<file path="config.mk">
export PLATFORM = sky130hd
export DESIGN_NAME = result_uart_tx
export DESIGN_NICKNAME = d
export VERILOG_FILES = /design/src/rtl/result_uart_tx_pkg.sv /design/src/rtl/uart_baud_counter.sv /design/src/rtl/result_uart_tx.sv
export SDC_FILE = /design/constraint.sdc
export NUM_CORES = 1
export LEC_CHECK = 0
export ABC_AREA = 1
export CELL_PAD_IN_SITES_DETAIL_PLACEMENT = 0
export CELL_PAD_IN_SITES_GLOBAL_PLACEMENT = 1
export CORE_ASPECT_RATIO = 0.6
export CORE_UTILIZATION = 37
export CTS_BUF_LIST = sky130_fd_sc_hd__clkbuf_8
export DETAILED_ROUTE_END_ITERATION = 6
export GPL_TIMING_DRIVEN = 0
export PLACE_DENSITY_LB_ADDON = 0.1
export SETUP_SLACK_MARGIN = 0.15
export SLEW_MARGIN = 20
export SYNTH_ARGS = -nofsm -noshare
export SYNTH_HDL_FRONTEND = slang
export SYNTH_SLANG_ARGS = --single-unit
</file>
<file path="constraint.sdc">
create_clock -name clk -period 1.27 [get_ports clk]
set_input_delay 0.127 -clock clk [delete_from_list [all_inputs] [get_ports clk]]
set_output_delay 0.127 -clock clk [all_outputs]
set_load 0.005 [all_outputs]
</file>
<file path="src/rtl/result_uart_tx_pkg.sv">
// Shared types and constants for the write-back result UART transmitter.
// Optional feature macro: RESULT_TX_PARITY_EN (adds an even-parity bit per frame).
package uart_pkg;

    typedef enum logic [2:0] {
        IDLE   = 3'd0,
        START  = 3'd1,
        DATA   = 3'd2,
        PARITY = 3'd3,
        STOP   = 3'd4
    } txState_t;

    localparam int DATA_BITS = 8;
    localparam int STOP_BITS = 1;

`ifdef RESULT_TX_PARITY_EN
    localparam int PARITY_BITS = 1;
`else
    localparam int PARITY_BITS = 0;
`endif

    // Start + data + optional parity + stop.
    localparam int FRAME_BITS = 1 + DATA_BITS + PARITY_BITS + STOP_BITS;

    // Low byte when hi=0, high byte when hi=1.
    function automatic logic [7:0] selectByte(input logic [15:0] word, input logic hi);
        return hi ? word[15:8] : word[7:0];
    endfunction

endpackage

</file>
<file path="src/rtl/uart_baud_counter.sv">
// Bit-period timer: counts 0..CLKS_PER_BIT-1 while enabled and pulses
// bit_tick on the last count of every bit. Held at zero when disabled so
// each new frame starts on a full bit period.
module uart_baud_counter #(
    parameter int CLKS_PER_BIT = 434
) (
    input  logic clk,
    input  logic reset,
    input  logic enable,
    output logic bit_tick
);

    localparam int CNT_W = (CLKS_PER_BIT > 1) ? $clog2(CLKS_PER_BIT) : 1;
    localparam logic [CNT_W-1:0] LAST_CNT = CNT_W'(CLKS_PER_BIT - 1);

    logic [CNT_W-1:0] count;

    // Free-run within a bit, wrap on the bit boundary, park at zero when idle.
    always_ff @(posedge clk) begin
        if (reset || !enable) begin
            count <= '0;
        end else if (count == LAST_CNT) begin
            count <= '0;
        end else begin
            count <= count + 1'b1;
        end
    end

    assign bit_tick = enable && (count == LAST_CNT);

endmodule

</file>
<file path="src/rtl/result_uart_tx.sv">
// Sends each 16-bit write-back result as two UART frames, low byte first,
// and stalls fetch while a result is in flight.
// Optional feature macro: RESULT_TX_PARITY_EN (even parity bit after data).
module result_uart_tx
    import uart_pkg::*;
#(
    parameter int CLKS_PER_BIT = 434
) (
    input  logic        clk,
    input  logic        reset,
    input  logic        done_i,
    input  logic [15:0] result_i,
    output logic        tx_o,
    output logic        busy_o,
    output logic        stall_o,
    output logic        overrun_o
);

    localparam logic [2:0] LAST_BIT = 3'(DATA_BITS - 1);

    txState_t    state, stateNext;
    logic [2:0]  bitIdx, bitIdxNext;
    logic        byteSel, byteSelNext;
    logic [15:0] shiftReg, shiftRegNext;
    logic        overrun;
    logic        bitTick;
    logic        txBit;
    logic [7:0]  curByte;

    // Baud timer only runs while a frame is on the wire.
    uart_baud_counter #(
        .CLKS_PER_BIT(CLKS_PER_BIT)
    ) baudCounter (
        .clk     (clk),
        .reset   (reset),
        .enable  (state != IDLE),
        .bit_tick(bitTick)
    );

    assign curByte = selectByte(shiftReg, byteSel);

    // State and datapath registers; reset abandons any frame in flight.
    always_ff @(posedge clk) begin
        if (reset) begin
            state    <= IDLE;
            bitIdx   <= '0;
            byteSel  <= 1'b0;
            shiftReg <= '0;
        end else begin
            state    <= stateNext;
            bitIdx   <= bitIdxNext;
            byteSel  <= byteSelNext;
            shiftReg <= shiftRegNext;
        end
    end

    // A result arriving while busy is dropped but remembered until reset.
    always_ff @(posedge clk) begin
        if (reset) begin
            overrun <= 1'b0;
        end else if (done_i && (state != IDLE)) begin
            overrun <= 1'b1;
        end
    end

    // Next-state and line-level decode; the line level depends only on
    // registered state so tx_o changes one cycle after the deciding edge.
    always_comb begin
        stateNext    = state;
        bitIdxNext   = bitIdx;
        byteSelNext  = byteSel;
        shiftRegNext = shiftReg;
        txBit        = 1'b1;

        case (state)
            IDLE: begin
                txBit = 1'b1;
                if (done_i) begin
                    shiftRegNext = result_i;
                    byteSelNext  = 1'b0;
                    bitIdxNext   = '0;
                    stateNext    = START;
                end
            end

            START: begin
                txBit = 1'b0;
                if (bitTick) begin
                    bitIdxNext = '0;
                    stateNext  = DATA;
                end
            end

            DATA: begin
                txBit = curByte[bitIdx];
                if (bitTick) begin
                    if (bitIdx == LAST_BIT) begin
                        bitIdxNext = '0;
`ifdef RESULT_TX_PARITY_EN
                        stateNext  = PARITY;
`else
                        stateNext  = STOP;
`endif
                    end else begin
                        bitIdxNext = bitIdx + 3'd1;
                    end
                end
            end

`ifdef RESULT_TX_PARITY_EN
            PARITY: begin
                // Even parity: total count of ones across data+parity is even.
                txBit = ^curByte;
                if (bitTick) begin
                    stateNext = STOP;
                end
            end
`endif

            STOP: begin
                txBit = 1'b1;
                if (bitTick) begin
                    if (!byteSel) begin
                        // High byte follows immediately, no idle gap.
                        byteSelNext = 1'b1;
                        stateNext   = START;
                    end else begin
                        stateNext   = IDLE;
                    end
                end
            end

            default: begin
                stateNext = IDLE;
            end
        endcase
    end

    assign tx_o      = txBit;
    assign busy_o    = (state != IDLE);
    assign stall_o   = busy_o;
    assign overrun_o = overrun;

endmodule

</file>
Word level (Yosys, flattened, before mapping)
Cells that the tools add are included.
Widths: inputs -> output; s select.
Word-level totals
  bits in registers: 33
  output and inout bits: 4
  logic and storage cells: 51
Operators by class
  add/subtract/negate cells: 2
  magnitude comparators: 1
  eq/ne operators: 10
  mux-type cells: 19
  reductions and logical operators: 13
Operators with widths (number)
  $mux 3: 9
  $pmux 3 s4: 1
  $add 9x1->9 const B: 1
  $eq 9x9->1 const B: 1
  $pmux 3 s3: 1
  $mux 8: 1
  $eq 3x3->1 const B: 2
  $ne 2x1->1 const B: 3
  $reduce_bool 3->1: 2
  $reduce_and 5->1: 1
  $lt 3x4->1 const B: 1
  $mux 1: 4
  $ne 2x2->1 const B: 2
  $pmux 1 s2: 2
  $reduce_and 4->1: 1
  $add 3x1->3 const B: 1
  $bmux 1 s3: 1
  $eq 3x1->1 const B: 1
  $eq 3x2->1 const B: 1
  $logic_not 3->1: 1
  $reduce_and 3->1: 1
  $logic_and 1x1->1: 2
  $reduce_and 2->1: 1
  $reduce_bool 2->1: 1
  3 further kinds: 3

Longest topological paths before layout
Gate-level depths: netlist (run 1).
  depth in word-level cells: 4
  mapped depth: 10

Cells and area by module
Synthesis (run 1) repeated with hierarchy kept, for this count alone.
Second synthesis, totals
  cells, all modules: 245
  area, all modules: 1681.6 sq um
Modules (own cells, without submodules)
  result_uart_tx: times used 1, cells an instance 180, area an instance 1213.7 sq um, seq. area each 480.5 sq um
  uart_baud_counter: times used 1, cells an instance 65, area an instance 467.9 sq um, seq. area each 180.2 sq um

Worst setup path after synthesis (run 1)
No wires, ideal clock.
  kind: reg-to-reg
  start: register baudCounter.count[0]
  end: register bitIdx[0]
  library setup time: 64 ps
  data arrival time: 1224 ps
  required time: 1206 ps
  setup slack: -18 ps
  cell stages (with the launch flop): 9
  cells stage by stage: dfxtp_1 ha_1 nand2_1 nor2_2 nand2_2 nand2_4 nand4_4 and2_1 nor2_1
On the way
  word-level cells in the longest chain between the ends: 4
  elaborated cells on any way between the ends: 5
  classes of those cells: eq/ne: 3; reduce/logical: 2
RTL lines
  start, declared: line uart_baud_counter.sv:16  | logic [CNT_W-1:0] count;
  start signal, assigned: line uart_baud_counter.sv:25  | count <= count + 1'b1;
  $eq 9x9->1 *: line uart_baud_counter.sv:29  | assign bit_tick = enable && (count == LAST_CNT);
  $logic_and 1x1->1 *: line uart_baud_counter.sv:29
  $ne 2x1->1 (no source line)
  $reduce_and 4->1 (no source line) *
  end signal, assigned: line result_uart_tx.sv:51  | bitIdx <= bitIdxNext;
  end, declared: line result_uart_tx.sv:22  | logic [2:0] bitIdx, bitIdxNext;
Every way passes the cells marked *; elsewhere a longest branch is shown, timed or not.
A chain may end at the register's enable or synchronous reset.

Worst setup path in the final report (run 1)
  start: register byteSel
  end: output tx_o
On the way
  word-level cells in the longest chain between the ends: 4
RTL lines
  start, declared: line result_uart_tx.sv:23  | logic byteSel, byteSelNext;
  start signal, assigned: line result_uart_tx.sv:52  | byteSel <= byteSelNext;
  $mux 8: line result_uart_tx_pkg.sv:27  | return hi ? word[15:8] : word[7:0];
  $bmux 1 s3: line result_uart_tx.sv:95  | txBit = curByte[bitIdx];
  $mux 1 (not written as such): line result_uart_tx.sv:95
  $pmux 1 s2: line result_uart_tx.sv:75  | case (state)
  end, declared: line result_uart_tx.sv:13  | output logic tx_o,
No other way between the ends. The select of a mux whose other input is x is not followed.

==> reports/results.ini, run 1 <==
[routing]
routed_wl_mm = 4.638
drt_pre_antenna_iters = 4
remaining_drc_errors = 0
initialDrtViolationCount = 58
post_drt_wl_per_cell_um = 13.44
ant_nets = 0
avgViaCountPerCell = 4.820
via_count = 1663

[yosys]
ys_types = 32
yosysSeqAreaShare_pct = 39.00
synth_warnings = 0
syn_avg_cell_area_um2 = 7.366
synth_fp_nets = 253
ys_seq_elements = 33
synthesis.instances = 230
syn-cell-area_um2 = 1694

[global_routing]
track_usage_pct = 21.64
grt_pass1_vias = 1541
antenna_found_initial = 0
grt_max_degree = 11
grt.overflow.total = 0
grt_pass1_wl_mm = 7.417

[floorplan]
core_um2 = 4257
dieArea_um2 = 4862
start_util_pct = 39.80
ioPinCount = 23
fp.dieW_um = 89.36
die_y_um = 54.42
row_count = 18

[pwr]
power.density_nw_per_um2 = 1946
total_power_uw = 5135
vdd_drop_max_uv = 1154
p_leak_uw = 0.001045

[timing]
finalCritPeriodShare_pct = 130.1
drv_slew = 0
finalSetupViolCount = 34
worstMarginPinSlew_ns = 0.5273
relSlewSlack_pct = 64.85
rsz0062_at_grt = yes
fmax_mhz = 605.4
setup_ws_ns = -0.3818
fin_crit_ns = 1.652
hold_viol = 0
skew_ns = 0.005831

[clocking]
cts_tree = built
ctsRootBufferMaster = clkbuf_8
hold_buffers = 0
cts_buffer_depth = 2
cts_buffers = 5
clock_latency_ns = 0.29
clock-sinks = 33
htreeDepth = 2
path_clk_slew_ns = 0.07

[place]
dp_cells = 311
dp_hpwl_mm = 3.020
gp_congestion = 0.7677
port_buffers = 21

[worst_setup_path]
start_kind = flip-flop
crit_fanout = 6
critPathArrivalTime_ns = 1.52
required_ns = 1.14
crit_type = reg2out
critical_path.endpoint_type = primary output

[layout]
nets = 307
drive_above_1_share_pct = 42.11
syn2layout_area_growth_pct = 55.76
finalNonFillerCells = 345
antennaDiodeCount = 0

[run_status]
violations = setup timing
outcome = finished with violations

[worst_hold_path]
hp-class = in2reg

[flow_run]
drv_cap = 0

-- area by class of cell --
cell class | instances | area [um2]
Clock inverter | 1 | 5.005
Buffer | 8 | 80.08
Multi-Input combinational cell | 156 | 1071
Timing Repair Buffer | 47 | 483.0
Inverter | 33 | 141.4
Fill cell | 361 | 1618
Clock buffer | 7 | 96.34
Tap cell | 60 | 75.07
Sequential cell | 33 | 686.9
-- registers in the layout, indices dropped and copies added (netlist names) --
name,count
bitIdx,3
overrun_o,1
baudCounter.count,9
state,3
byteSel,1
shiftReg,16
-- metal layers --
| metal | wire length, um | GRT usage, % | share of wire [%] |
|---|---|---|---|
| met4 | 46 | 7.143 | 0.99 |
| met1 | 2601 | 33.09 | 56 |
| met3 | 205 | 5.882 | 4.4 |
| met5 | 0 | 0 | 0 |
| met2 | 1785 | 28.37 | 38 |
-- timing repair --
| item | in CTS | in global routing |
|---|---|---|
| setup endpoints to repair | 36 | 36 |
| gates resized for setup | 78 | 22 |
| endpoints found under the hold margin | 0 | 0 |
| pin swaps | 20 | 11 |
| setup buffers | 17 | 6 |
| gates cloned | 3 | 0 |
-- placed cells by master, fill, tap and decap left out, drive strengths merged --
cell	synthesis	layout
nor2	23	23
a31oi	1	1
nor3b	2	2
xor2	1	1
dlygate4sd2	0	1
o211ai	5	5
and2	1	1
nand4	4	4
nand2	49	49
buf	6	35
o21ai	14	14
clkbuf	2	9
nor3	4	4
dfxtp	33	33
nand3	20	20
clkdlybuf4s50	0	17
o21bai	1	1
clkinv	1	2
ha	4	4
a21oi	27	27
inv	32	32
-- cells in the mapped netlist (all sizes together) --
cell type	n	area (um2)
a31oi	1	6.260
dfxtp	33	660.6
clkinv	1	8.760
a21oi	27	138.9
o21bai	1	7.510
and2	1	6.260
nor2	23	103.8
buf	6	47.54
o211ai	5	37.54
inv	32	122.6
o21ai	14	70.07
nor3b	2	15.01
nand4	4	40.04
nor3	4	31.28
ha	4	50.05
nand3	20	110.1
nand2	49	221.5
xor2	1	8.760
clkbuf	2	7.510
-- stage by stage --
step,hold WS (ns),area (um2),setup TNS [ns],utilization (%),worst slack [ns]
floorplan,0.1961,1754,0,-,0.05674
global placement,0.4455,2039,-3.418,47.91,-0.4091
detailed placement,0.4510,2039,-3.162,47.91,-0.4014
CTS,0.1983,2514,-2.639,59.05,-0.3788
global route,0.2100,2639,-5.373,61.99,-0.4550
finish,0.2051,2639,-3.564,61.99,-0.3818
-- worst paths after layout --
path	from	endpoint	slack (ns)	cells after the start
worst max-delay path	byteSel	tx_o	-0.38	9
worst max register to register	baudCounter.count[1]	state[1]	-0.16	10
worst min register to register	shiftReg[8]	shiftReg[8]	0.46	2
worst min-delay path	done_i	shiftReg[0]	0.21	3
-- kinds of logic (layout without fill, tap and decap cells) --
group           after synthesis  count (layout)  synth area share (%)
compound gates               48              48                 15.36
xor+xnor                      1               1                0.5171
buf+inv                      41              96                 11.00
simple gates                103             103                 31.17
flops                        33              33                 39.00
fa+ha+maj                     4               4                 2.954
-- critical path: stages (launching register included) --
cell	delay, ns
dfxtp_2	0.32
buf_6	0.12
buf_6	0.12
o21ai_0	0.17
nand3_1	0.14
nand3_1	0.09
nand2_1	0.06
nand2_1	0.06
nand2_1	0.04
buf_2	0.11
-- power by group --
| part | internal [uW] | switching (uW) | total (uW) | leakage [uW] |
|---|---|---|---|---|
| registers | 1310 | 222 | 1530 | 0.000277 |
| logic | 1360 | 1350 | 2710 | 0.000714 |
| clock network | 490 | 403 | 893 | 0.0000542 |
Note: power is estimated with default switching activity, not from simulation.
==> inputs of run 2 (changes only) <==
--- a/config.mk
+++ b/config.mk
@@ -14,3 +14,2 @@
 export DETAILED_ROUTE_END_ITERATION = 6
-export GPL_TIMING_DRIVEN = 0
 export PLACE_DENSITY_LB_ADDON = 0.1
--- a/constraint.sdc
+++ b/constraint.sdc
@@ -3,2 +3,2 @@
 set_output_delay 0.127 -clock clk [all_outputs]
-set_load 0.005 [all_outputs]
+set_load 0.1 [all_outputs]
==> reports/results.ini, run 2 (synthesis gave the netlist of run 1 again) <==
[run_status]
outcome = finished with violations
violations = setup timing

[worst_hold_path]
min-delay-start = result_i[7]
hp-class = in2reg
holdPathStages = 3  ; unchanged
hold_end = shiftReg[7]

[worst_setup_path]
reg2reg_depth = 8  ; -2
rrSetupSlack_ns = -0.13  ; +0.03 ns
critical_path.endpoint_type = primary output
start_kind = flip-flop
crit_fanout = 17  ; +11
crit_type = reg2out
required_ns = 1.14  ; about the same
critPathArrivalTime_ns = 1.57  ; +0.05 ns
r2r-end = bitIdx[0]
reg2reg_from = state[1]

[layout]
reg.largest.list = shiftReg (16), baudCounter.count (9)
layout_commonest_cell = buf_4
n_fill_cell = 318  ; -12%
drive_above_1_share_pct = 53.40  ; +11 points
layout_common_cells = 36 x buf_4, 28 x nand2_1, 25 x inv_1
nets = 331  ; +7.8%
regMostFlops = shiftReg
syn2layout_area_growth_pct = 76.81
antennaDiodeCount = 0  ; unchanged
fin_util_pct = 70.37  ; +8.4 points
final_area_um2 = 2995  ; +14%
finalNonFillerCells = 369  ; +7.0%
largest_reg_flops = 16  ; unchanged

[timing]
hold_viol = 0  ; unchanged
finalSetupViolCount = 15  ; -56%
relSlewSlack_pct = 50.07  ; -15 points
setup_ws_ns = -0.4232  ; -0.04145 ns
setup_tns_ns = -1.559  ; +2.006 ns
drv_slew = 0  ; unchanged
skew_ns = 0.002956  ; -0.002875 ns
finalCritPeriodShare_pct = 133.3  ; +3.3 points
rsz0062_at_grt = yes
fin_crit_ns = 1.693  ; +0.04145 ns
worstMarginPinSlew_ns = 0.7489  ; +0.2217 ns
fmax_mhz = 590.6  ; -2.4%

[place]
port_buffers = 22  ; +4.8%
gp_congestion = 0.8682  ; +13%
placed_cell_area_um2 = 2357  ; +16%
dp_hpwl_mm = 3.290  ; +8.9%
dp_slack_ns = -0.1519  ; +0.2494 ns
dp_cells = 341  ; +9.6%

[routing]
remaining_drc_errors = 0  ; unchanged
routed_wl_mm = 5.005  ; +7.9%
ant_nets = 0  ; unchanged
post_drt_wl_per_cell_um = 13.56  ; +0.89%
initialDrtViolationCount = 91  ; +57%
drt_pre_antenna_iters = 4  ; unchanged
via_count = 1758  ; +5.7%
avgViaCountPerCell = 4.764  ; -1.2%

[pwr]
internal_power_uw = 3326  ; +5.1%
seqPwrFrac_pct = 24.9  ; -5.0 points
power.density_nw_per_um2 = 2047  ; +5.2%
netSwitchingPower_uw = 2807  ; +42%
p_leak_uw = 0.001184  ; +13%
p_clk_share_pct = 12.9  ; -4.5 points
netSwitchingFraction_pct = 45.77  ; +7.4 points
p_comb_share_pct = 62.1  ; +9.4 points
vdd_drop_max_uv = 1934  ; +68%

[global_routing]
grt_pass1_vias = 1612  ; +4.6%
grt_max_degree = 18  ; +7
grt_pass1_wl_mm = 7.824  ; +5.5%
track_usage_pct = 22.30  ; +0.67 points
antenna_found_initial = 0  ; unchanged
grt.overflow.total = 0  ; unchanged

[clocking]
path_clk_slew_ns = 0.07  ; about the same
hold_buffers = 0  ; unchanged
cts_tree = built
htreeDepth = 2  ; unchanged
clock_latency_ns = 0.29  ; about the same
clock-sinks = 33  ; unchanged
ctsRootBufferMaster = clkbuf_8
cts_buffers = 5  ; unchanged
cts_buffer_depth = 2  ; unchanged

[floorplan]
core_um2 = 4257  ; unchanged
die_y_um = 54.42  ; unchanged
ioPinCount = 23  ; unchanged
fp.dieW_um = 89.36  ; unchanged
start_util_pct = 39.80  ; unchanged
dieArea_um2 = 4862  ; unchanged
row_count = 18  ; unchanged

[flow_run]
drv_cap = 0  ; unchanged

==> run 2: layer usage <==
metal  routed length (um)  GRT usage, %  vias to the layer above
li1                     -             -                      909
met1                 2724         33.79                      812
met2                 2077         31.68                       32
met3                  175         5.128                        5
met4                   27         4.762                        0
met5                    0             0                        -
==> run 2: worst max path at each step <==
stage	startpoint	slack, ns	cells past startpoint	end
2_1_floorplan	byteSel	-0.05	8	tx_o
4_1_cts	byteSel	-0.43	8	tx_o
3_3_place_gp	byteSel	-0.11	9	tx_o
6_report	byteSel	-0.42	8	tx_o
5_1_grt	byteSel	-0.50	8	tx_o
3_5_place_dp	bitIdx[0]	-0.15	8	tx_o
==> run 2: worst max-delay path: stages (launching register included) <==
cell and delay [ns]:
dfxtp_2 0.33, buf_12 0.14, o211ai_1 0.22, nand3_1 0.10, nand3_1 0.09, nand2_1 0.06
nand2_2 0.10, nand2_8 0.06, buf_12 0.16
==> run 2: layout make-up <==
class / instances / area, um2 / share of cell area [%]
multi-input combinational: 158 / 1246 / 41.60
timing repair buffer: 77 / 760.7 / 25.40
sequential: 33 / 685.7 / 22.89
inverter: 33 / 141.4 / 4.720
tap: 60 / 75.07 / 2.506
clock buffer: 5 / 68.82 / 2.297
clock inverter: 3 / 17.52 / 0.5848
==> run 2: power by group through the flow <==
stage | Combinational [uW] | Clock [uW] | Sequential, uW
5_1_grt | 4060 | 851 | 1550
6_report | 3810 | 793 | 1530
3_5_place_dp | 2740 | 0 | 1510
2_1_floorplan | 1820 | 0 | 1550
3_3_place_gp | 2740 | 0 | 1510
4_1_cts | 3260 | 810 | 1510
==> run 2: per-stage QoR <==
step	power (uW)	hold WS [ns]
6_report	6133	0.4192
5_1_grt	6465	0.4253
2_1_floorplan	3370	0.1961
3_5_place_dp	4247	0.4406
4_1_cts	5576	0.4124
3_3_place_gp	4248	0.4404
==> run 2: repair_timing <==
action                     4_1_cts  5_1_grt
pin swaps                       19       29
setup endpoints to repair       35       36
resized for setup               61       49
cloned                           2        0
setup buffers                    7       11
==> inputs of run 3 (changes only) <==
ABC_CLOCK_PERIOD_IN_PS = 1270   (was not set)
==> results of run 3 <==
The final DEF is identical to that of run 2; final timing and power are the same.
==> RTL change, RTL diff (settings of run 1) <==
Register the output `overrun_o` once more; this adds one clock of latency there. The other outputs are not delayed to match.
--- a/src/rtl/result_uart_tx.sv
+++ b/src/rtl/result_uart_tx.sv
@@ -139,7 +139,9 @@
     assign tx_o      = txBit;
     assign busy_o    = (state != IDLE);
     assign stall_o   = busy_o;
-    assign overrun_o = overrun;
+    always_ff @(posedge clk) begin
+        overrun_o <= overrun;
+    end
 
 endmodule
 
Check against the original RTL: not equivalent (a bounded check fails within 4 cycles, from zero or initial values and one cycle with reset high).
==> RTL change against run 1 <==
- the flow still finishes with violations (negative setup slack)
- area after synthesis increased by 1.2%
- worst setup slack got worse by 0.030 ns
- routed wire length rose by 12%
- final area is 10% higher
- sequential power is 3% higher
- total power up 13%
- synthesized cell count increased by 0.43%
- sequential cell count increased by 1
- critical endpoint unchanged
==> RTL change: results (changes against run 1) <==
[status]
status = complete, but fails checks
violations = negative setup slack

[yosys]
synth_seq_area_share_pct = 39.7  ; +0.71 points
ys.flop_type = dfxtp_1
async_flop_share_pct = 0  ; unchanged
synth_cells = 231  ; +0.43%
yosysUniqueCellTypes = 32  ; unchanged
synth_fp_nets = 254  ; +0.40%
synth.area.top_cells = dfxtp_1 40%, nand2_1 9.2%, a21oi_1 7.6%
synth_commonest_cells = 42 x nand2_1, 34 x dfxtp_1, 29 x inv_1

[critical_path]
critPathTopFamily = buffers and inverters
crit_path_max_incr_delay_ns = 0.32  ; about the same
reg2reg_from = state[0]
slowest_stage = dfxtp_2
crit_arrival_ns = 1.55  ; +0.03 ns
cp-startpoint = byteSel

[routing]
vias_per_cell = 4.96  ; +2.8%
wl_mm = 5.20  ; +12%
drt-pass1-iter-count = 4  ; unchanged
drt_iter0_markers = 50  ; -14%

[sta]
hold_viol = 0  ; unchanged
drv_slew = 0  ; unchanged
tns_ns = -2.91  ; +0.658 ns
fmax_mhz = 595  ; -1.8%
setup_ws_ns = -0.412  ; -0.0300 ns
skew_ns = 0.00851  ; +0.00268 ns
max_slew_margin_pct = 54.0  ; -11 points
setup_viol = 33  ; -2.9%

[placed_design]
place_congestion = 0.788  ; +2.7%
dp_cells = 312  ; +0.32%
postPlaceCellArea_sq_mm = 0.00206  ; +0.98%
hpwl_mm = 3.04  ; +0.83%

[hold_path]
min_path_type = input port to register
hold_start = done_i

[final_layout]
largest_reg_flops = 16  ; unchanged
final_cells = 354  ; +2.6%
nets = 316  ; +2.9%
top_regs = shiftReg: 16 flops, baudCounter.count: 9 flops
drive_gt1_share_pct = 48.3  ; +6.2 points
seqCellArea_sq_um = 707  ; +2.9%
fillers = 347  ; -3.9%

[global_routing]
grt_usage_pct = 21.4  ; -0.19 points
grt_max_degree = 12  ; +1
grt_pass1_wl_mm = 7.80  ; +5.2%
grt_antenna_before_repair = 0  ; unchanged
gr-usage-met2_pct = 27.8  ; -0.55 points
grt_pass1_vias = 1513  ; -1.8%
use_met3_pct = 4.58  ; -1.3 points
met1_usage_pct = 34.0  ; +0.91 points

[clocking]
cts_buffers = 5  ; unchanged
clockBufferDepth = 2  ; unchanged
clk_pin_slew_ns = 0.07  ; about the same
h-tree-depth = 2  ; unchanged
insertion_delay_ns = 0.29  ; about the same
ctsRootBufferMaster = clkbuf_8

[pwr]
ir_worst_vdd_v = 0.00113  ; -2.0%
p_leak_uw = 0.00117  ; +12%
switching_share_pct = 38.5  ; +0.13 points

-- RTL change: layout make-up --
class                   instances  share of cell area [%]
plain buffers                   8                    2.75
flip-flops and latches         34                    24.3
clock buffers                   5                    2.36
multi-input cells             157                    41.8
repair buffers                 54                    20.1
clock inverters                 3                    1.29
well taps                      60                    2.58
inverters                      33                    4.86
-- RTL change: what timing repair did --
action,CTS,global route
endpoints found under the setup margin,36,36
hold buffers,0,0
setup buffers,23,7
pin swaps,23,19
resized for setup,91,40
gates cloned,4,0
-- RTL change: cells by family after synthesis --
group / Yosys count / share of synthesized area (%)
AND/OR/NAND/NOR: 103 / 30.8
AO/OA/AOI/OAI: 48 / 15.2
buffers and inverters: 41 / 10.9
flip-flops: 34 / 39.7
adder cells (fa/ha/maj): 4 / 2.92
XOR/XNOR: 1 / 0.511
-- RTL change: power groups by stage --
stage	logic (uW)	clock network (uW)	registers [uW]
2_1_floorplan	1280	0	1520
3_3_place_gp	1740	0	1570
3_5_place_dp	1740	0	1570
4_1_cts	2840	993	1560
5_1_grt	3470	1030	1610
6_report	3230	984	1580
-- RTL change: path summary, 6_finish.rpt --
kind,end,slack [ns],cells past startpoint
hold reg to reg,overrun_o,0.37,0
setup reg to reg,state[2],-0.15,10
hold / removal,shiftReg[4],0.22,3
setup / recovery,tx_o,-0.41,9
-- RTL change: worst reg2reg max path, stage by stage, from the launching register on --
cell	delay, ns
dfxtp_4	0.36
buf_6	0.12
nor2_4	0.11
nand2_4	0.08
buf_8	0.14
nor2_4	0.14
clkinv_4	0.09
nand2_4	0.09
nor2_4	0.05
o21ai_2	0.10
nor2_1	0.04
-- RTL change: metal layers --
metal | wire [um] | vias to the layer above
met5 | 0 | -
met4 | 55 | 0
met3 | 238 | 9
met2 | 2070 | 45
met1 | 2840 | 819
li1 | - | 882
